[src/rtl/sp_pkg.sv]
// Shared types and defaults for the serial-to-parallel aligner.
// The SP_BIT_ALIGN_EN macro (see serial_paralelo_align) does not affect this file.
package sp_pkg;

    typedef enum logic [1:0] {
        HUNT   = 2'd0,
        SYNC   = 2'd1,
        ACTIVE = 2'd2
    } sp_state_t;

    localparam logic [7:0] DEF_COMMA      = 8'hBC;
    localparam int         DEF_LOCK_COUNT = 4;

endpackage

[src/rtl/sp_shift_word.sv]
// Serial shift register and free-running bit counter with idle-slot COMMA substitution.
// Emits the candidate word each cycle and flags the word boundary.
module sp_shift_word #(
    parameter int               WIDTH = 8,
    parameter logic [WIDTH-1:0] COMMA = WIDTH'(sp_pkg::DEF_COMMA)
) (
    input  logic             clk_32f,
    input  logic             reset,
    input  logic             valid,
    input  logic             data_in,
    input  logic             align_clr,
    output logic [WIDTH-1:0] cand,
    output logic             boundary
);

    localparam int             CW   = $clog2(WIDTH);
    localparam logic [CW-1:0]  LAST = CW'(WIDTH - 1);

    logic [WIDTH-1:0] shreg;
    logic [CW-1:0]    bit_cnt;
    logic             bit_in;

    // Idle slots take the COMMA bit for the current position so an idle lane reads as commas.
    assign bit_in   = valid ? data_in : COMMA[LAST - bit_cnt];
    assign cand     = {shreg[WIDTH-2:0], bit_in};
    assign boundary = (bit_cnt == LAST);

    // NOTE: sequential state uses non-blocking assignments so every flop samples pre-edge values.
    always_ff @(posedge clk_32f) begin
        if (!reset) begin
            shreg   <= '0;
            bit_cnt <= '0;
        end else begin
            shreg <= cand;
            if (align_clr || boundary) begin
                bit_cnt <= '0;
            end else begin
                bit_cnt <= bit_cnt + 1'b1;
            end
        end
    end

endmodule

[src/rtl/serial_paralelo_align.sv]
// Serial-to-parallel converter with comma lock, resync and comma strobe.
// Define SP_BIT_ALIGN_EN to search for commas at every bit offset while hunting.
module serial_paralelo_align
    import sp_pkg::*;
#(
    parameter int               WIDTH      = 8,
    parameter logic [WIDTH-1:0] COMMA      = WIDTH'(DEF_COMMA),
    parameter int               LOCK_COUNT = DEF_LOCK_COUNT
) (
    input  logic             clk_32f,
    input  logic             reset,
    input  logic             valid,
    input  logic             data_in,
    input  logic             resync,
    output logic [WIDTH-1:0] word_raw,
    output logic [WIDTH-1:0] data_out,
    output logic             valid_out,
    output logic             active,
    output logic             comma_det
);

    localparam int LCW = $clog2(LOCK_COUNT + 1);

    sp_state_t        state_q, state_d;
    logic [LCW-1:0]   lock_q, lock_d;
    logic [WIDTH-1:0] cand;
    logic             boundary;
    logic             align_clr;
    logic             is_comma;
    logic             hunt_cmp;

    logic [WIDTH-1:0] word_raw_d, data_out_d;
    logic             valid_out_d, comma_det_d;

    sp_shift_word #(
        .WIDTH (WIDTH),
        .COMMA (COMMA)
    ) u_shift (
        .clk_32f   (clk_32f),
        .reset     (reset),
        .valid     (valid),
        .data_in   (data_in),
        .align_clr (align_clr),
        .cand      (cand),
        .boundary  (boundary)
    );

    assign is_comma = (cand == COMMA);
`ifdef SP_BIT_ALIGN_EN
    assign hunt_cmp = 1'b1;
`else
    assign hunt_cmp = boundary;
`endif

    always_ff @(posedge clk_32f) begin
        if (!reset) begin
            state_q <= HUNT;
            lock_q  <= '0;
        end else begin
            state_q <= state_d;
            lock_q  <= lock_d;
        end
    end

    // NOTE: every always_comb output gets a default first, so no path can infer a latch.
    always_comb begin
        state_d   = state_q;
        lock_d    = lock_q;
        align_clr = 1'b0;
        if (resync) begin
            state_d = HUNT;
            lock_d  = '0;
        end else begin
            case (state_q)
                HUNT: begin
                    if (hunt_cmp && is_comma) begin
                        align_clr = 1'b1;
                        lock_d    = LCW'(1);
                        state_d   = (LOCK_COUNT == 1) ? ACTIVE : SYNC;
                    end
                end
                SYNC: begin
                    if (boundary) begin
                        if (is_comma) begin
                            if (int'(lock_q) < LOCK_COUNT) begin
                                lock_d = lock_q + 1'b1;
                            end
                            if (int'(lock_q) + 1 == LOCK_COUNT) begin
                                state_d = ACTIVE;
                            end
                        end else begin
                            lock_d  = '0;
                            state_d = HUNT;
                        end
                    end
                end
                ACTIVE:  state_d = ACTIVE;
                default: state_d = HUNT;
            endcase
        end
    end

    always_comb begin
        word_raw_d  = word_raw;
        data_out_d  = data_out;
        valid_out_d = valid_out;
        comma_det_d = 1'b0;
        if (resync) begin
            valid_out_d = 1'b0;
        end else begin
            if (boundary) begin
                word_raw_d = cand;
            end
            case (state_q)
                HUNT: begin
                    valid_out_d = 1'b0;
                    comma_det_d = hunt_cmp && is_comma;
                end
                SYNC: begin
                    valid_out_d = 1'b0;
                    comma_det_d = boundary && is_comma;
                end
                ACTIVE: begin
                    if (boundary) begin
                        if (is_comma) begin
                            comma_det_d = 1'b1;
                            valid_out_d = 1'b0;
                        end else begin
                            data_out_d  = cand;
                            valid_out_d = 1'b1;
                        end
                    end
                end
                default: valid_out_d = 1'b0;
            endcase
        end
    end

    // Word outputs only move at boundaries, so they stay stable for the clk_4f sampler.
    always_ff @(posedge clk_32f) begin
        if (!reset) begin
            word_raw  <= '0;
            data_out  <= '0;
            valid_out <= 1'b0;
            comma_det <= 1'b0;
        end else begin
            word_raw  <= word_raw_d;
            data_out  <= data_out_d;
            valid_out <= valid_out_d;
            comma_det <= comma_det_d;
        end
    end

    assign active = (state_q == ACTIVE);

endmodule
[config.mk]
export PLATFORM = sky130hd
export DESIGN_NAME = serial_paralelo_align
export DESIGN_NICKNAME = d
export VERILOG_FILES = /design/src/rtl/sp_pkg.sv /design/src/rtl/sp_shift_word.sv /design/src/rtl/serial_paralelo_align.sv
export SDC_FILE = /design/constraint.sdc
export NUM_CORES = 1
export LEC_CHECK = 0
export ABC_AREA = 1
export BUFFER_PORTS_ARGS = -buffer_cell sky130_fd_sc_hd__buf_4
export CAP_MARGIN = 20
export CORE_AREA = 10 10 65 88
export DETAILED_ROUTE_END_ITERATION = 7
export DIE_AREA = 0 0 75 98
export MAX_ROUTING_LAYER = met4
export SYNTH_ARGS = -nofsm -noshare
export SYNTH_HDL_FRONTEND = slang
export SYNTH_SLANG_ARGS = --single-unit
[constraint.sdc]
create_clock -name clk_32f -period 4.43 [get_ports clk_32f]
set_input_delay 0.886 -clock clk_32f [delete_from_list [all_inputs] [get_ports clk_32f]]
set_output_delay 0.886 -clock clk_32f [all_outputs]
set_load 0.01 [all_outputs]
## After elaboration in Yosys (flattened, before gate mapping)

Memory sizes are Yosys's and may differ from the RTL's.
Cells that the tools add are included.

| storage, ports and cells | value |
|---|---|
| register bits after elaboration | 33 |
| memory bits (read-only) | 8 |
| input bits | 5 |
| output and inout port bits | 19 |
| logic and storage cells | 59 |
| memories kept | 1 |

Memory list:

| name | depth | bits a word | read ports | clocked after Yosys merged registers in | write ports | line | text |
|---|---|---|---|---|---|---|---|
| (no name shown) | 8 | 1 | 1 | 0 | 0 | sp_shift_word.sv:24 | `assign bit_in = valid ? data_in : COMMA[LAST - bit_cnt];` |

| cells by class | value |
|---|---|
| add/subtract/negate cells | 4 |
| magnitude comparators | 2 |
| equal/unequal tests | 9 |
| multiplexer cells | 19 |
| bitwise operators | 4 |
| reductions and logical operators | 12 |

Operators with widths:

| cell | number |
|---|---|
| two-way mux 3 bit | 4 |
| == test 8 bit (second input constant) | 1 |
| two-way mux 1 bit | 8 |
| two-way mux 2 bit | 4 |
| AND reduction 4 bit | 2 |
| adder 3 x 1 -> 3 bit (second input constant) | 2 |
| inequality test 3 bit (second input constant) | 2 |
| case mux 2 bit (3 select lines) | 1 |
| case mux 3 bit (2 select lines) | 1 |
| OR reduction 2 bit | 3 |
| adder 3 x 1 -> 4 bit (second input constant) | 1 |
| == test 4 x 3 -> 1 bit (second input constant) | 1 |
| < comparator 3 x 4 -> 1 bit (second input constant) | 1 |
| inequality test 2 bit (second input constant) | 2 |
| NOT 1 bit | 4 |
| == test 3 bit (second input constant) | 1 |
| < comparator 3 bit (second input constant) | 1 |
| AND reduction 3 bit | 1 |
| OR reduction 3 bit | 1 |
| subtractor 3 bit (first input constant) | 1 |
| == test 2 x 1 -> 1 bit (second input constant) | 1 |
| == test 2 bit (second input constant) | 1 |
| zero test 2 bit | 1 |
| case mux 1 bit (2 select lines) | 1 |
| 4 further kinds | 4 |

## Depth between registers and ports, before layout

Gate-level depths: netlist of the first run.

| depth | value |
|---|---|
| word-level depth | 11 |
| mapped depth | 11 |
| gate-level depth less buffers | 11 |

## By module

From an unflattened synthesis of the first run, not the netlist that was laid out.

| second synthesis, totals | value |
|---|---|
| cells, all modules | 179 |
| area total of the unflattened synthesis | 1436.4 sq um |

By module, submodules not included:

| module | times used | cells an instance | area each (sq um) | seq. area each (sq um) |
|---|---|---|---|---|
| serial_paralelo_align | 1 | 136 | 1056.0 | 460.4 |
| sp_shift_word | 1 | 43 | 380.4 | 200.2 |

## Worst setup path after synthesis of the first run

No wires, ideal clock.

| path | value |
|---|---|
| path type | input to register |
| start | input port valid |
| end | register data_out[7] |
| library setup time | 0.116 ns |
| data arrival time | 1.623 ns |
| required time | 4.314 ns |
| path slack | 2.691 ns |
| stages | 9 |
| buffers on the path | 1 |
| cells stage by stage | inv_1 -> nand2_1 -> nor2_1 -> nor2_2 -> nand2_2 -> nand3_2 -> buf_6 -> o21ai_1 -> a21oi_1 |

| between the ends | value |
|---|---|
| longest elaborated chain between the ends | 4 |

RTL lines:

| element | line | text |
|---|---|---|
| start, declared | serial_paralelo_align.sv:12 | `input logic valid,` |
| two-way mux 1 bit | sp_shift_word.sv:24 |  |
| == test 8 bit | serial_paralelo_align.sv:48 | `assign is_comma = (cand == COMMA);` |
| NOT 1 bit (no source line) | n/a |  |
| AND reduction 4 bit (no source line) | n/a |  |
| end signal, assigned | serial_paralelo_align.sv:148 | `data_out <= data_out_d;` |
| end, declared | serial_paralelo_align.sv:16 | `output logic [WIDTH-1:0] data_out,` |

No other way between the ends.
A chain may end at the register's enable or synchronous reset.

## Final worst setup path of the first run

| path | value |
|---|---|
| start | register state_q[1] |
| end | output port active |

| between the ends | value |
|---|---|
| longest elaborated chain between the ends | 1 |

RTL lines:

| element | line | text |
|---|---|---|
| start, declared | serial_paralelo_align.sv:24 | `sp_state_t state_q, state_d;` |
| start signal, assigned | serial_paralelo_align.sv:60 | `state_q <= state_d;` |
| == test 2 bit | serial_paralelo_align.sv:154 | `assign active = (state_q == ACTIVE);` |
| end, declared | serial_paralelo_align.sv:18 | `output logic active,` |

No other way between the ends.

==> flow_summary.json, run 1 <==
{
  "ir_drop_v": 0.000124,
  "die_area_um2": 7350,
  "fin_skew_ns": 0.00221,
  "synth_compound_area_share_pct": 11.7,
  "numPortBuffers": 23,
  "regToRegSetupSlack_ns": 2.74,
  "syn_nets": 196,
  "crit_fanout": 7,
  "yosys-top-cells-area": "dfxtp_1 (48%), inv_1 (9.5%), nor2_1 (9.2%)",
  "yosysUniqueCellTypes": 25,
  "grt_overflow_total": 0,
  "p_leak_nw": 0.795,
  "diodes": 0,
  "max_freq_mhz": 484,
  "first_pass_iters": 4,
  "critPathBufInv": 2,
  "synth_top_family_by_area": "simple AND/OR/NAND/NOR gates",
  "hold_path.class": "reg2reg",
  "start_util_pct": 33.2,
  "min_to": "data_out[4]",
  "end_kind": "primary output",
  "cap_viol_max_count": 0,
  "avgSynthCellArea_um2": 7.41,
  "drive_gt1_share_pct": 17.8,
  "outcome": "complete, no violations",
  "area_growth_pct": 23.2,
  "cts_tree": "yes",
  "synth_mux_area_share_pct": 0,
  "ant_nets": 0,
  "worstSkewPairLatency_ns": 0.28,
  "rsz0062_at_grt": "no",
  "cts_hold_buf": 0,
  "cts_buffer_depth": 2,
  "r2r_end": "data_out[6]",
  "final_nets": 222,
  "synth_area_um2": 1390,
  "dp_hpwl_um": 2250,
  "yosys.area_share.simple_pct": 25.8,
  "clockRootBuffer": "clkbuf_8",
  "clkSinkCount": 33,
  "antenna_found_initial": 0,
  "setup_viol": 0,
  "synth_xor_area_share_pct": 0,
  "critPathTopFamily": "flip-flops",
  "drc_errors": 0,
  "yosys.area.top_type_share_pct": 47.7,
  "finalHoldViolCount": 0,
  "tightest_slew_ns": 0.469,
  "core_area_um2": 4170,
  "dieWidth_um": 75,
  "r2r-start": "u_shift.bit_cnt[2]",
  "finalPower_w": 0.000620,
  "cts_resized": 0,
  "required_ns": 3.54,
  "synth_fa_ha_area_share_pct": 3.61,
  "hold_depth": 2,
  "worstPathCellList": "inv_1 > nor2_2 > buf_4",
  "slowest_stage": "dfxtp_1",
  "min-delay-start": "data_out[4]",
  "grt_pass1_wl_um": 5030,
  "ys_ff_latch": 33,
  "io_pins": 24,
  "critPathKind": "reg2out",
  "routedWlPerCell_um": 11.1,
  "cts_setup_buffers": 0,
  "chipHeight_um": 98,
  "ys_warn_count": 0,
  "critPathMaxStageDelay_ns": 0.38,
  "vias_per_cell": 4.53,
  "grt_max_degree": 22,
  "crit_arrival_ns": 1.18,
  "gp_congestion": 0.798,
  "rr_worst_depth": 5,
  "cts_inserted_buffers": 5,
  "min_period_over_period_pct": 46.7,
  "fin_setup_tns_ns": 0,
  "cts.reportedPaths.clkPinSlew_ns": 0.07,
  "period_needed_ns": 2.07,
  "ys_seq_area_share_pct": 47.7,
  "synth_top_area_cell": "dfxtp_1",
  "grt_pass1_vias": 1159,
  "slew_headroom_pct": 68.6,
  "critPathLaunchType": "register",
  "fin_hold_ws_ns": 0.442,
  "netlist_instances": 187,
  "routed_wl_um": 2870,
  "power_density_nw_per_um2": 363,
  "grtUsageTotal_pct": 8.90,
  "htreeDepth": 2,
  "via_count": 1174,
  "slew_viol_final": 0,
  "first_iter_violations": 76,
  "rows": 28
}
cell type report:
type                            count  area [um2]
Inverter                           35         131
Multi-Input combinational cell    115         569
Tap cell                           45        56.3
Sequential cell                    33         661
Clock buffer                        7        86.3
Fill cell                         467        2460
Clock inverter                      1        30.0
Timing Repair Buffer               23         173
cells in the mapped netlist (all sizes together):
cell,count
a211oi,2
a21oi,8
a22oi,1
buf,2
clkbuf,2
dfxtp,33
ha,4
inv,35
nand2,32
nand3,6
nand3b,1
nand4,3
nor2,38
nor4,1
o2111ai,1
o211ai,1
o21ai,15
o21bai,1
or2,1
worst max-delay path by stage:
| stage | startpoint | end | depth (start not counted) | slack, ns |
|---|---|---|---|---|
| 2_1_floorplan | valid | data_out[7] | 9 | 2.69 |
| 6_report | state_q[1] | active | 3 | 2.36 |
| 4_1_cts | state_q[1] | active | 3 | 2.34 |
| 3_3_place_gp | resync | data_out[3] | 7 | 2.17 |
| 3_5_place_dp | resync | data_out[6] | 7 | 2.10 |
| 5_1_grt | resync | data_out[2] | 7 | 2.12 |
metal layers:
layer | vias to the layer above | track usage (%) | part of all wire (%)
met5 | - | - | 0
met4 | 0 | 4.24 | 1.8
met3 | 6 | 3.95 | 7.4
met2 | 25 | 15.2 | 52
met1 | 511 | 8.03 | 39
li1 | 632 | - | -
sequential cells by signal (all words and copies together), names as in the netlist:
register         cells
data_out             8
word_raw             8
u_shift.shreg        7
lock_q               3
u_shift.bit_cnt      3
state_q              2
comma_det            1
valid_out            1
layout by cell type (no fill, tap or decap):
master,count
a22oi_1,1
nor4_1,1
buf_4,23
a211oi_1,2
clkbuf_1,1
nand4_1,2
o211ai_1,1
nor2_2,4
o21ai_0,13
nand3_2,1
clkbuf_8,6
dfxtp_1,33
nand2_1,30
nand4_2,1
or2_1,1
nand2_2,2
o21bai_1,1
bufinv_16,1
inv_1,35
a21oi_1,8
nand3_1,5
o2111ai_1,1
ha_1,4
nand3b_1,1
o21ai_1,2
nor2_1,34
kinds of logic (layout without fill, tap and decap cells):
logic type      Yosys count  count (layout)
simple gates             82              82
flops                    33              33
buf+inv                  39              66
fa+ha+maj                 4               4
compound gates           29              29
worst reg2reg max path, cell delays in order, from the launching register on:
cell     delay, ns
dfxtp_1       0.39
nand4_1       0.27
inv_1         0.36
nand3_2       0.28
o21ai_0       0.23
a21oi_1       0.06
where the power goes:
group	internal, W	leakage, nW	switching [W]
Clock	0.000183	0.0585	0.000106
Combinational	0.00000933	0.470	0.0000152
Sequential	0.000301	0.267	0.00000482
Total	0.000494	0.795	0.000126
stage by stage:
stage	instance area (um2)	cells	setup WS, ns	utilization (%)
floorplan	1390	187	2.69	-
CTS	1710	259	2.34	40.9
global placement	1590	251	2.17	38.1
finish	1710	259	2.36	40.9
detailed placement	1590	251	2.10	38.1
global route	1710	259	2.12	40.9
Power figures use the tool's default switching activity.
==> run 2, diff against run 1 <==
==> constraint.sdc (replaced) <==
create_clock -name clk_32f -period 1.7 [get_ports clk_32f]
set_input_delay 0.34 -clock clk_32f [delete_from_list [all_inputs] [get_ports clk_32f]]
set_output_delay 0.34 -clock clk_32f [all_outputs]
set_load 0.01 [all_outputs]
==> run 2 against run 1 <==
Hold slack worse by 0.077 ns. Critical endpoint unchanged. Sequential power grew to 2.6 times the previous value. Clock skew is 0.0048 ns higher. Largest cell class unchanged. Design area is 3.3% higher. Highest routed layer unchanged.
==> flow_summary.json, run 2 (synthesized netlist as in run 1, its figures left out) <==
{
  "drive_gt1_share_pct": 20.2,
  "finalPower_w": 0.00161,
  "min_period_over_period_pct": 92.4,
  "finalHoldViolCount": 0,
  "regToRegSetupSlack_ns": 0.18,
  "routed_wl_um": 3000,
  "period_needed_ns": 1.57,
  "fin_skew_ns": 0.00698,
  "grt_pass1_vias": 1141,
  "clkSinkCount": 33,
  "hold_depth": 4,
  "chipHeight_um": 98,
  "min-delay-start": "resync",
  "grt_overflow_total": 0,
  "ir_drop_v": 0.000348,
  "layout_commonest_cell": "inv_1",
  "crit_fanout": 7,
  "slew_headroom_pct": 81.1,
  "fin_cells": 263,
  "ant_nets": 0,
  "cap_viol_max_count": 0,
  "grt_max_degree": 22,
  "drc_errors": 0,
  "cts_inserted_buffers": 5,
  "crit_arrival_ns": 1.23,
  "setup_viol": 0,
  "dp_hpwl_um": 2270,
  "slew_viol_final": 0,
  "critPathLaunchType": "register",
  "multi_input_area_um2": 603,
  "via_count": 1200,
  "critPathKind": "reg2out",
  "fin_setup_tns_ns": 0,
  "numPortBuffers": 23,
  "dp.cells": 254,
  "vias_per_cell": 4.56,
  "cts.reportedPaths.clkPinSlew_ns": 0.06,
  "p_leak_nw": 0.812,
  "cts_buffer_depth": 2,
  "final_cell_mix": "inv_1 (35), nor2_1 (34), dfxtp_1 (33)",
  "dieWidth_um": 75,
  "hold_path.class": "in2reg",
  "cts_hold_buf": 0,
  "worstSkewPairLatency_ns": 0.28,
  "r2r_end": "state_q[0]",
  "r2r-start": "u_shift.bit_cnt[0]",
  "die_area_um2": 7350,
  "min_to": "lock_q[2]",
  "grt_pass1_wl_um": 4960,
  "power_density_nw_per_um2": 913,
  "gp_congestion": 0.773,
  "first_pass_iters": 4,
  "largestRegisters": "data_out (8), word_raw (8), u_shift.shreg (7)",
  "cts_tree": "yes",
  "max_freq_mhz": 636,
  "seq_area_um2": 661,
  "area_growth_pct": 27.3,
  "start_util_pct": 33.2,
  "grtUsageTotal_pct": 8.86,
  "end_kind": "primary output",
  "antenna_found_initial": 0,
  "first_iter_violations": 111,
  "final_nets": 226,
  "diodes": 0,
  "io_pins": 24,
  "clockRootBuffer": "clkbuf_8",
  "num-fill-cells": 470,
  "tightest_slew_ns": 0.284,
  "required_ns": 1.36,
  "routedWlPerCell_um": 11.4,
  "rows": 28,
  "rr_worst_depth": 10,
  "outcome": "complete, no violations",
  "core_area_um2": 4170,
  "htreeDepth": 2
}
## run 2: cell count changes in the layout (fill, tap and decap cells not counted), sizes merged
cell / previous run / this run
nand3: 6 / 7
buf: 23 / 26
## run 2: power by group
group	total, W	switching, W	internal, W
registers	0.000798	0.0000123	0.000785
clock network	0.000745	0.000268	0.000477
logic	0.0000669	0.0000407	0.0000262
## run 2: cell type report
type	instances	area share, %
clock buffer	7	4.90
clock inverter	1	1.70
inverter	35	7.45
multi-input combinational	116	34.2
sequential	33	37.5
tap	45	3.19
timing repair buffer	26	11.1
## run 2: worst max path at each step
stage / from / to / slack (ns) / depth (start not counted)
after floorplan: u_shift.bit_cnt[1] / data_out[7] / 0.28 / 11
after global placement: u_shift.bit_cnt[1] / data_out[6] / 0.12 / 10
after detailed placement: u_shift.bit_cnt[1] / data_out[3] / 0.05 / 10
after CTS: u_shift.bit_cnt[1] / data_out[3] / 0.04 / 10
after global routing: u_shift.bit_cnt[1] / data_out[3] / -0.005 / 10
final: state_q[1] / active / 0.13 / 3
## run 2: through the flow
stage / hold slack (ns) / area, um2 / setup slack [ns] / utilization [%]
after floorplan: 0.417 / 1390 / 0.281 / -
final: 0.366 / 1760 / 0.128 / 42.3
after CTS: 0.362 / 1730 / 0.0381 / 41.5
after global routing: 0.382 / 1760 / -0.00473 / 42.3
after global placement: 0.434 / 1610 / 0.120 / 38.7
after detailed placement: 0.435 / 1610 / 0.0459 / 38.7
## run 2: critical path, cell delays in order, from the launching register on
cell and delay, ns:
dfxtp_1 0.40, inv_1 0.18, nor2_4 0.22, buf_4 0.16
## run 2: routing by layer
metal	track usage [%]	part of all wire (%)
met5	-	0
met4	4.82	2.2
met3	3.44	6.5
met2	15.7	55
met1	7.55	36
## run 2: timing repair
action	4_1_cts	5_1_grt
endpoints found under the setup margin	0	8
setup buffers	0	0
resized for setup	0	9
